## src/rtl/pc_flow_ctrl.sv

```systemverilog
// Program-counter / return-address-stack sequencer between decoder and instruction memory.
// Optional feature macro: PCF_STACK_EN (DEPTH-entry LIFO RAS; otherwise a single saved-PC slot).
module pc_flow_ctrl #(
    parameter int AW    = 11,
    parameter int RW    = 10,
    parameter int DEPTH = 4
) (
    input  logic          clk,
    input  logic          rst_n,
    input  logic          cmd_valid,
    output logic          cmd_ready,
    input  logic [1:0]    cmd_op,
    input  logic [AW-1:0] cmd_addr,
    input  logic [RW-1:0] cmd_rel,
    output logic          fetch_req,
    output logic [AW-1:0] fetch_addr,
    input  logic          fetch_ack,
    output logic [AW-1:0] pc,
    output logic [AW-1:0] pc_prev,
    output logic          fault,
    output logic          fault_ovf,
    output logic          fault_unf,
    input  logic          clear_fault
);

`ifdef PCF_STACK_EN
    localparam int CAP = DEPTH;
`else
    localparam int CAP = 1;
`endif
    localparam int SPW = $clog2(CAP + 1);

    localparam logic [1:0] OP_NEXT = 2'd0;
    localparam logic [1:0] OP_JUMP = 2'd1;
    localparam logic [1:0] OP_CALL = 2'd2;
    localparam logic [1:0] OP_RET  = 2'd3;

    typedef enum logic [1:0] {
        ST_BOOT  = 2'd0,
        ST_IDLE  = 2'd1,
        ST_ISSUE = 2'd2,
        ST_FAULT = 2'd3
    } state_t;

    // Modulo-2^AW address sum; the carry is intentionally discarded.
    function automatic logic [AW-1:0] pc_add(input logic [AW-1:0] base, input logic [AW-1:0] off);
        return base + off;
    endfunction

    state_t          state_r;
    state_t          state_nxt_s;
    logic [AW-1:0]   pc_r;
    logic [AW-1:0]   pc_nxt_s;
    logic [AW-1:0]   pc_prev_r;
    logic [AW-1:0]   pc_prev_nxt_s;
    logic [SPW-1:0]  sp_r;
    logic [SPW-1:0]  sp_nxt_s;
    logic [AW-1:0]   ras_r [CAP];
    logic [AW-1:0]   ret_addr_s;
    logic            push_s;
    logic            ovf_set_s;
    logic            unf_set_s;
    logic            fault_clr_s;
    logic            ras_full_s;
    logic            ras_empty_s;
    logic            fetch_req_r;
    logic            cmd_ready_r;
    logic            fault_r;
    logic            fault_ovf_r;
    logic            fault_unf_r;

    assign ras_full_s  = (sp_r == SPW'(CAP));
    assign ras_empty_s = (sp_r == {SPW{1'b0}});

    // Top-of-stack read as a one-hot AND-OR mux over the entries.
    always_comb begin
        ret_addr_s = {AW{1'b0}};
        for (int i = 0; i < CAP; i++) begin
            ret_addr_s = ret_addr_s | (ras_r[i] & {AW{sp_r == SPW'(i + 1)}});
        end
    end

    // Next-state, next-pc and stack/fault control decode.
    always_comb begin
        state_nxt_s   = state_r;
        pc_nxt_s      = pc_r;
        pc_prev_nxt_s = pc_prev_r;
        sp_nxt_s      = sp_r;
        push_s        = 1'b0;
        ovf_set_s     = 1'b0;
        unf_set_s     = 1'b0;
        fault_clr_s   = 1'b0;
        case (state_r)
            ST_BOOT: begin
                state_nxt_s = ST_ISSUE;
            end
            ST_ISSUE: begin
                if (fetch_ack && fetch_req_r) begin
                    state_nxt_s = ST_IDLE;
                end else begin
                    state_nxt_s = ST_ISSUE;
                end
            end
            ST_IDLE: begin
                if (cmd_valid) begin
                    case (cmd_op)
                        OP_NEXT: begin
                            pc_prev_nxt_s = pc_r;
                            pc_nxt_s      = pc_add(pc_r, {{(AW-1){1'b0}}, 1'b1});
                            state_nxt_s   = ST_ISSUE;
                        end
                        OP_JUMP: begin
                            pc_prev_nxt_s = pc_r;
                            pc_nxt_s      = cmd_addr;
                            state_nxt_s   = ST_ISSUE;
                        end
                        OP_CALL: begin
                            if (ras_full_s) begin
                                ovf_set_s   = 1'b1;
                                state_nxt_s = ST_FAULT;
                            end else begin
                                push_s        = 1'b1;
                                sp_nxt_s      = sp_r + SPW'(1);
                                pc_prev_nxt_s = pc_r;
                                pc_nxt_s      = pc_add(pc_r, AW'(cmd_rel));
                                state_nxt_s   = ST_ISSUE;
                            end
                        end
                        OP_RET: begin
                            if (ras_empty_s) begin
                                unf_set_s   = 1'b1;
                                state_nxt_s = ST_FAULT;
                            end else begin
                                sp_nxt_s      = sp_r - SPW'(1);
                                pc_prev_nxt_s = pc_r;
                                pc_nxt_s      = pc_add(ret_addr_s, {{(AW-1){1'b0}}, 1'b1});
                                state_nxt_s   = ST_ISSUE;
                            end
                        end
                        default: begin
                            state_nxt_s = ST_IDLE;
                        end
                    endcase
                end else begin
                    state_nxt_s = ST_IDLE;
                end
            end
            ST_FAULT: begin
                if (clear_fault) begin
                    fault_clr_s = 1'b1;
                    state_nxt_s = ST_IDLE;
                end else begin
                    state_nxt_s = ST_FAULT;
                end
            end
            default: begin
                state_nxt_s = ST_BOOT;
            end
        endcase
    end

    // State, pc and stack-pointer registers.
    always_ff @(posedge clk or negedge rst_n) begin
        if (!rst_n) begin
            state_r   <= ST_BOOT;
            pc_r      <= {AW{1'b0}};
            pc_prev_r <= {AW{1'b0}};
            sp_r      <= {SPW{1'b0}};
        end else begin
            state_r   <= state_nxt_s;
            pc_r      <= pc_nxt_s;
            pc_prev_r <= pc_prev_nxt_s;
            sp_r      <= sp_nxt_s;
        end
    end

    // Return-address storage; the pushed value is the pc before the CALL.
    always_ff @(posedge clk or negedge rst_n) begin
        if (!rst_n) begin
            for (int i = 0; i < CAP; i++) begin
                ras_r[i] <= {AW{1'b0}};
            end
        end else begin
            for (int i = 0; i < CAP; i++) begin
                if (push_s && (sp_r == SPW'(i))) begin
                    ras_r[i] <= pc_r;
                end
            end
        end
    end

    // Handshake outputs registered from the next state so they align with the state register.
    always_ff @(posedge clk or negedge rst_n) begin
        if (!rst_n) begin
            fetch_req_r <= 1'b0;
            cmd_ready_r <= 1'b0;
        end else begin
            fetch_req_r <= (state_nxt_s == ST_ISSUE);
            cmd_ready_r <= (state_nxt_s == ST_IDLE);
        end
    end

    // Sticky fault flags, cleared only when leaving FAULT.
    always_ff @(posedge clk or negedge rst_n) begin
        if (!rst_n) begin
            fault_r     <= 1'b0;
            fault_ovf_r <= 1'b0;
            fault_unf_r <= 1'b0;
        end else if (fault_clr_s) begin
            fault_r     <= 1'b0;
            fault_ovf_r <= 1'b0;
            fault_unf_r <= 1'b0;
        end else if (ovf_set_s) begin
            fault_r     <= 1'b1;
            fault_ovf_r <= 1'b1;
        end else if (unf_set_s) begin
            fault_r     <= 1'b1;
            fault_unf_r <= 1'b1;
        end
    end

    assign cmd_ready  = cmd_ready_r;
    assign fetch_req  = fetch_req_r;
    assign fetch_addr = pc_r;
    assign pc         = pc_r;
    assign pc_prev    = pc_prev_r;
    assign fault      = fault_r;
    assign fault_ovf  = fault_ovf_r;
    assign fault_unf  = fault_unf_r;

endmodule

```

## config.mk

```make
export PLATFORM = sky130hd
export DESIGN_NAME = pc_flow_ctrl
export DESIGN_NICKNAME = d
export VERILOG_FILES = /design/src/rtl/pc_flow_ctrl.sv
export SDC_FILE = /design/constraint.sdc
export NUM_CORES = 1
export LEC_CHECK = 0
export BUFFER_PORTS_ARGS = -buffer_cell sky130_fd_sc_hd__buf_2
export CAP_MARGIN = 20
export CORE_ASPECT_RATIO = 0.6
export CORE_MARGIN = 1
export CORE_UTILIZATION = 30
export DETAILED_ROUTE_END_ITERATION = 8
export GPL_TIMING_DRIVEN = 0
export PLACE_DENSITY = 0.47
export SYNTH_ARGS = -nofsm -noshare
export SYNTH_HDL_FRONTEND = slang
export SYNTH_SLANG_ARGS = --single-unit
```

## constraint.sdc

```tcl
create_clock -name clk -period 5.8 [get_ports clk]
set_input_delay 0.29 -clock clk [delete_from_list [all_inputs] [get_ports clk]]
set_output_delay 0.29 -clock clk [all_outputs]
set_load 0.02 [all_outputs]
```

=== After elaboration in Yosys (flattened, before gate mapping) ===
Index checks and enable logic that the tools add are counted.

* Flip-flop bits (word level): 41
* Memories: 0
* Output and inout bits: 38
* Input bits: 28
* Bits in writable memories: 0
* Bits in read-only memories: 0
* Bits in latches: 0
* Logic and storage cells: 76

* Order comparisons: 0
* Multiply operators: 0
* Reductions and logical operators: 12
* $add $sub $neg: 5
* Multiplexer cells: 36
* Divide/modulo/power cells: 0
* Eq/ne operators: 11
* Bitwise logic cells: 2
* Shift operators: 0

{| class="wikitable"
|+ Operators with widths
! kind !! number
|-
| 11-bit two-way mux || 4
|-
| 11-bit case mux with 4 select lines || 1
|-
| 11-bit case mux with 3 select lines || 1
|-
| 1-bit two-way mux || 24
|-
| 11-bit by 1-bit adder with 11-bit output (second input constant) || 2
|-
| 11-bit by 10-bit adder with 11-bit output || 1
|-
| 11-bit bitwise AND || 1
|-
| 2-bit == test (second input constant) || 5
|-
| 2-bit case mux with 4 select lines || 1
|-
| 2-bit by 1-bit == test with 1-bit output (second input constant) || 3
|-
| 2-bit two-way mux || 3
|-
| 2-bit case mux with 3 select lines || 1
|-
| 2-bit nonzero test || 3
|-
| 2-bit logical NOT || 2
|-
| 2-bit inequality test (second input constant) || 2
|-
| 4-bit AND reduction || 1
|-
| 3-bit AND reduction || 1
|-
| 3-bit nonzero test || 1
|-
| 1-bit logical AND || 2
|-
| 2-bit by 1-bit inequality test with 1-bit output (second input constant) || 1
|-
| 1-bit case mux with 2 select lines || 1
|-
| 2-bit AND reduction || 1
|-
| 2-bit OR reduction || 1
|-
| 1-bit adder (second input constant) || 1
|-
| 2 further kinds || 2
|}

=== Depth between registers and ports, before layout ===
Gate-level depths: netlist of the first run.

* Depth in word-level cells: 7
* Gate-level depth with buffers: 12

=== Worst setup path before layout of the first run ===
No wires, ideal clock.

* Path kind: input -> register
* Start: input cmd_op[0]
* End: register pc_r[10] (netlist: fetch_addr[10])
* Path slack: 3150 ps
* Data required time: 5728 ps
* Arrival time: 2578 ps
* Setup time: 72 ps
* Stages: 12
* Cell sequence: ha_1 -> buf_6 -> buf_2 -> buf_1 -> nand3_1 -> o21ai_0 -> ha_1 -> o221ai_2 -> nor4b_4 -> xnor2_1 -> a2111oi_2 -> nand4b_1

* Cells in the longest elaborated chain, start to end: 3
* Elaborated cells on any way between the ends: 8
* Classes of those cells: 5 x eq/ne; 1 x mux; 2 x reduce/logical

{| class="wikitable"
|+ Ends and longest elaborated chain
! what !! RTL line !! text
|-
| start: declaration || 12 || <nowiki>input logic [1:0] cmd_op,</nowiki>
|-
| 2-bit == test || 106 || <nowiki>case (cmd_op)</nowiki>
|-
| 2-bit inequality test (no line) || -- ||
|-
| 4-bit AND reduction (no line) || -- ||
|-
| end signal: assignment || 166 || <nowiki>pc_r <= {AW{1'b0}};</nowiki>
|-
| end signal: assignment || 171 || <nowiki>pc_r <= pc_nxt_s;</nowiki>
|-
| end: declaration || 52 || <nowiki>logic [AW-1:0] pc_r;</nowiki>
|}

Parallel ways exist; a longest one is shown, timed or not.
A chain may end at the register's enable or synchronous reset.

=== Worst setup path in the final report of the first run ===
Same ends and word-level chain as after synthesis.

==> impl_metrics.ini, run 1 <==
[global_route]
grt_pass1_wl_um = 13120
overflow = 0
grt_util_met3 = 0.04073
grt_max_degree = 42
grt_antenna_before_repair = 0
grt_use_met1 = 0.2740
met2_usage = 0.2414
grt_use_total = 0.1771
grt_pass1_vias = 2468
grt_busiest_layer = met1

[timing]
hold_violations = 0
finalMaxSlewViolations = 0
rsz0062_at_grt = no
max_slew_margin = 0.3355
setup_viol = 0
clock.fmax_mhz = 326.8
fin_hold_ws_ps = 154.5
finClkSkew_ps = 5.045
fin_crit_sh = 0.5275
tns_ps = 0
tightest_slew_ps = 996.8
min_period_ps = 3060

[route]
routedWlPerCell_um = 16.27
ant_nets = 0
via_per_inst = 5.054
drt_iter0_drc = 150
drc = 0
firstDrtPassIters = 4
routed_wl_um = 8085
num_vias = 2512

[worst_setup_path]
cp.required_ps = 6020
endpoint_kind = register
worst_r2r_endpoint = fetch_addr[10]
startpoint_type = input pin
cp.arrival_ps = 3280
timing.rr.start = fetch_addr[0]
reg2reg_slack_ps = 3220
path_class = in -> reg
rr_worst_depth = 8
cp_max_fo = 10

[hold_path]
hold_path.class = in -> async

[clocking]
clkSinkCount = 41
cts_max_level = 2
cts.repair.resized = 0
clkTransAtPathRegs_ps = 60
post_cts_buffers = 0
cts_hold_buf = 0
cts_buffer_depth = 2
cts_tree = built
cts_root_buf = clkbuf_16
cts_buffers = 5
clk-insertion-delay-late_ps = 290

[power_and_ir_drop]
ir_drop_mv = 0.2230
leakagePower_nw = 1.666
clkPwrFrac = 0.162
p_switching_w = 0.0007841
internal-power_w = 0.0009402
swShare = 0.4547
pwr_density_cell_nw_per_um2 = 509.3
pwr-share-seq = 0.321
power.share.combinational = 0.517

[place]
dpl.hpwl_um = 6204
port-buffer-count = 65
place_congestion = 0.8107

[job]
max_cap_violations = 0

[layout]
mostFrequentLayoutCells = buf_2, nand2_1, dfrtp_1, o21ai_0, nor2_1
layout.nets = 427
area_delta_synth_final_pct = 21.89
num_antenna_cells = 0
layout_commonest_cell = buf_2
drive_gt1_frac = 0.2909

[synth]
ys_seq_area_frac = 0.3694
synthFlopType = dfrtp_1
netlist_area_um2 = 2778
ys_types = 52
ys_top_cells_by_area = dfrtp_1, nand2_1, ha_1, mux2_2, o21ai_0
ys_ff_latch = 41
synthArstFlopShare = 1.000
yosysTopAreaCell = dfrtp_1
synth_top_area_share = 0.3694
synth_edf_count = 0
avgSynthCellArea_um2 = 8.903
ys_warn_count = 0
synthesis.nets = 355
netlist_instances = 312

[floorplanning]
rows = 26
die_area_um2 = 9661
die_x_um = 126.2
initial_core_util = 0.3174
core_um2 = 8751
die-height_um = 76.54
design.portCount = 66

[status]
status = complete, no violations
## routing by layer
| metal | wire (µm) | part of all wire | vias up |
|---|---|---|---|
| li1 | - | - | 1243 |
| met5 | 0 | 0 | - |
| met3 | 395 | 0.049 | 7 |
| met4 | 71 | 0.0088 | 0 |
| met1 | 4516 | 0.56 | 1204 |
| met2 | 3102 | 0.38 | 58 |
## power groups by stage
stage | logic (W) | clock network [W] | registers, W
global route | 0.000986 | 0.000302 | 0.000575
global placement | 0.000885 | 0 | 0.000562
floorplan | 0.000550 | 0 | 0.000617
finish | 0.000892 | 0.000279 | 0.000553
CTS | 0.000897 | 0.000289 | 0.000557
detailed placement | 0.000891 | 0 | 0.000561
## cell usage after synthesis, types with 2 or more instances
library cell and number:
and2b_4 3, clkbuf_1 9, a21o_1 5, and2_1 3, nor2b_1 3, ha_1 14, nor2_1 17, o21ai_0 18
dfrtp_1 41, inv_1 12, xor2_1 7, and3_1 2, nand2b_1 3, nor3_1 4, buf_4 11, nand2_1 54
buf_2 5, a211oi_1 7, mux2i_1 2, nand3_1 6, mux2_2 12, o22ai_1 2, and3_2 2, a221oi_1 6
nand3b_1 2, a21oi_1 14, o21bai_1 2, xnor2_1 9, a22oi_1 3, a311oi_1 2, nand4_1 4, a31oi_1 8
## critical path: stages
cell and delay (ps):
buf_2 100, ha_1 380, buf_6 200, buf_2 210, buf_1 420, nand3_1 120
o21ai_0 130, ha_1 240, o221ai_2 180, nor4b_4 340, xnor2_1 120, a2111oi_2 370
nand4b_1 160
## kinds of logic (layout without fill, tap and decap cells)
logic type / Yosys count / count (layout) / share of synthesized area
XOR/XNOR: 16 / 16 / 0.05045
AO/OA/AOI/OAI: 79 / 79 / 0.1923
AND/OR/NAND/NOR: 108 / 108 / 0.1892
flip-flops: 41 / 41 / 0.3694
adder cells (fa/ha/maj): 15 / 15 / 0.07027
buffers and inverters: 39 / 112 / 0.07252
multiplexers: 14 / 14 / 0.05586
## worst max path at each step
stage               startpoint        endpoint  slack (ps)  depth (start not counted)
floorplan            cmd_op[0]  fetch_addr[10]        3150                         12
global placement     cmd_op[0]   fetch_addr[8]        2420                         13
detailed placement   cmd_op[1]  fetch_addr[10]        2440                         13
CTS                  cmd_op[1]  fetch_addr[10]        2730                         13
global route         cmd_op[0]   fetch_addr[8]        2490                         13
finish               cmd_op[0]  fetch_addr[10]        2740                         13
## per-stage QoR
step           total power [W]  area, µm²  worst slack (ps)    util  instances
2_1_floorplan         0.001166       2778              3150       -        312
6_report              0.001724       3386              2740  0.3869        497
3_5_place_dp          0.001452       3243              2440  0.3706        489
4_1_cts               0.001744       3386              2734  0.3869        497
3_3_place_gp          0.001447       3243              2423  0.3706        489
5_1_grt               0.001862       3386              2493  0.3869        497
## final cells by class
cell class,instances,area [µm²]
fill,926,5365
sequential,41,1026
tap,112,140.1
inverter,12,45.04
clock buffer,5,125.1
clock inverter,3,17.52
buffer,27,156.4
timing repair buffer,65,325.3
multi-input combinational,232,1550
## registers in the layout, indices dropped and copies added (netlist names)
| signal | cells |
|---|---|
| cmd_ready | 1 |
| fault | 1 |
| fault_ovf | 1 |
| fault_unf | 1 |
| fetch_addr | 11 |
| fetch_req | 1 |
| pc_prev | 11 |
| ras_full_s | 1 |
| ras_r | 11 |
| state_r | 2 |
No activity file was read; power rests on OpenSTA's default activity.
==> run 2, diff against run 1 <==
--- a/config.mk
+++ b/config.mk
@@ -5,6 +5,7 @@
 export SDC_FILE = /design/constraint.sdc
 export NUM_CORES = 1
 export LEC_CHECK = 0
+export ABC_AREA = 1
 export BUFFER_PORTS_ARGS = -buffer_cell sky130_fd_sc_hd__buf_2
 export CAP_MARGIN = 20
 export CORE_ASPECT_RATIO = 0.6
@@ -12,7 +13,7 @@
 export CORE_UTILIZATION = 30
 export DETAILED_ROUTE_END_ITERATION = 8
 export GPL_TIMING_DRIVEN = 0
-export PLACE_DENSITY = 0.47
+export PLACE_DENSITY = 0.48
 export SYNTH_ARGS = -nofsm -noshare
 export SYNTH_HDL_FRONTEND = slang
 export SYNTH_SLANG_ARGS = --single-unit
==> constraint.sdc (replaced) <==
create_clock -name clk -period 2.5 [get_ports clk]
set_input_delay 0.125 -clock clk [delete_from_list [all_inputs] [get_ports clk]]
set_output_delay 0.125 -clock clk [all_outputs]
set_load 0.02 [all_outputs]
==> impl_metrics.ini, run 2 <==
[global_route]
grt_use_met1 = 0.2876
grt_pass1_vias = 2613
grt_pass1_wl_um = 14100
grt_util_met3 = 0.03429
grt_busiest_layer = met1
overflow = 0
grt_use_total = 0.1785
met2_usage = 0.2394
grt_antenna_before_repair = 0
grt_max_degree = 42

[timing]
fin_crit_sh = 0.8744
fin_hold_ws_ps = -20.61
rsz0062_at_grt = no
setup_slack_ps = 313.9
setup_viol = 0
min_period_ps = 2186
tns_ps = 0
hold_violations = 12
finalMaxSlewViolations = 0
finClkSkew_ps = 5.711
clock.fmax_mhz = 457.4
tightest_slew_ps = 972.5
max_slew_margin = 0.3517

[synth]
ys_warn_count = 0
synth_edf_count = 0
ys_top_cells_by_area = dfrtp_1, nand2_1, ha_1, nand3_1, inv_1
synthesis.nets = 458
ys_ff_latch = 41
netlist_instances = 415
yosysMostFrequentCell = nand2_1
yosysTopAreaCell = dfrtp_1
netlist_area_um2 = 3007
synthArstFlopShare = 1.000
ys_types = 34
synth_top_area_share = 0.3412
synthFlopType = dfrtp_1
avgSynthCellArea_um2 = 7.245
ys_seq_area_frac = 0.3412
synth_common_cells = nand2_1, inv_1, dfrtp_1

[power_and_ir_drop]
ir_drop_mv = 0.3975
pwr-share-seq = 0.280
leakagePower_nw = 2.027
p_switching_w = 0.002069
power.share.combinational = 0.531
swShare = 0.4613
total_power_w = 0.004486
pwr_density_cell_nw_per_um2 = 1218
clkPwrFrac = 0.189
internal-power_w = 0.002417

[clocking]
cts_buffers = 5
cts_max_level = 2
cts_root_buf = clkbuf_16
clkTransAtPathRegs_ps = 60
cts_buffer_depth = 2
post_cts_buffers = 0
cts_tree = built
clk-insertion-delay-late_ps = 290
clkSinkCount = 41
cts.repair.resized = 0
cts_hold_buf = 0

[layout]
layout.nets = 530
layout_commonest_cell = nand2_1
finalInstanceArea_um2 = 3685
mostFrequentLayoutCells = nand2_1, buf_2, inv_1, dfrtp_1, nand3_1
drive_gt1_frac = 0.2684
area_delta_synth_final_pct = 22.55
n_fill_cell = 1049
num_antenna_cells = 0
final_util = 0.3896

[worst_setup_path]
timing.rr.start = fetch_addr[0]
reg2reg_slack_ps = 310
cp_max_fo = 7
startpoint_type = register
endpoint_kind = register
rr_worst_depth = 12
cp.arrival_ps = 2370
worst_r2r_endpoint = fetch_addr[8]
slowest_stage = dfrtp_1
cp.required_ps = 2680
critical_path.max_stage_delay_ps = 470
cp_top_family = simple AND/OR/NAND/NOR gates
path_cells = ha_1 > fa_1 > nand2_1 > nand2_1 > nand3_1 > nand3_1 > nand3_1 > nand2_1 > nand2_1 > nand2_1 > nand2_1 > nand2_1
cp.buffers_inverters = 0
path_class = reg -> reg
cpMostUsedCell = nand2_1

[route]
drc = 0
ant_nets = 0
via_per_inst = 4.570
drt_iter0_drc = 205
firstDrtPassIters = 4
routed_wl_um = 8849
routedWlPerCell_um = 14.32
num_vias = 2824

[floorplanning]
initial_core_util = 0.3179
design.portCount = 66
die_area_um2 = 10440
rows = 27
die_x_um = 131.2
core_um2 = 9459
die-height_um = 79.55

[place]
postPlaceCellArea_um2 = 3495
place_congestion = 0.8185
dpl.hpwl_um = 6959
place_ws_ps = 354.2
port-buffer-count = 65

[status]
violations = hold timing
status = finished, violations left

[job]
max_cap_violations = 0

[hold_path]
hold_path.class = in -> async
-- run 2: routing by layer --
| layer | share of wire | routed length (µm) |
|---|---|---|
| met4 | 0.0028 | 25 |
| met3 | 0.052 | 463 |
| met2 | 0.36 | 3200 |
| met5 | 0 | 0 |
| met1 | 0.58 | 5159 |
-- run 2: area by class of cell --
cell class	count	area, µm²	share of cell area
multi-input cells	304	1634	0.4435
flip-flops and latches	41	1026	0.2784
repair buffers	65	325.3	0.08829
inverters	47	178.9	0.04856
plain buffers	23	167.7	0.04550
well taps	130	162.7	0.04414
clock buffers	5	125.1	0.03396
clock inverters	3	65.06	0.01766
-- run 2: how the worst max path moves through the flow --
stage	start	end	depth (start not counted)
final	fetch_addr[0]	fetch_addr[8]	12
after global routing	fetch_addr[0]	fetch_addr[8]	12
after CTS	fetch_addr[0]	fetch_addr[8]	12
after detailed placement	fetch_addr[0]	fetch_addr[8]	12
after global placement	fetch_addr[0]	fetch_addr[8]	12
after floorplan	fetch_addr[0]	fetch_addr[6]	11
-- run 2: worst register-to-register path, delay by kind of cell, from the launching register on --
kind / cells / cell delay, ps
AND/OR/NAND/NOR: 10 / 850
flip-flops: 1 / 470
adder cells (fa/ha/maj): 2 / 750
-- run 2: cell families (layout without fill, tap and decap cells) --
logic type / Yosys count / count (layout) / synth area share
muxes: 5 / 5 / 0.01873
and+or+nand+nor: 239 / 239 / 0.3612
xor gates and xnor gates: 4 / 4 / 0.01165
AOI/OAI and AO/OA: 41 / 41 / 0.08698
buffers and inverters: 70 / 143 / 0.1153
DFF: 41 / 41 / 0.3412
adders and majority gates: 15 / 15 / 0.06492
-- run 2: metrics by stage --
stage	hold slack, ps	cells
2_1_floorplan	-170.6	415
3_3_place_gp	345.1	610
3_5_place_dp	347.5	610
4_1_cts	35.46	618
5_1_grt	62.21	618
6_report	-20.61	618
-- run 2: power by group through the flow --
stage,combinational (W),clock (W),sequential [W]
after detailed placement,0.00237,0,0.00128
final,0.00238,0.000848,0.00126
after global routing,0.00265,0.000895,0.00131
after floorplan,0.00151,0,0.00143
after CTS,0.00239,0.000872,0.00127
after global placement,0.00235,0,0.00127
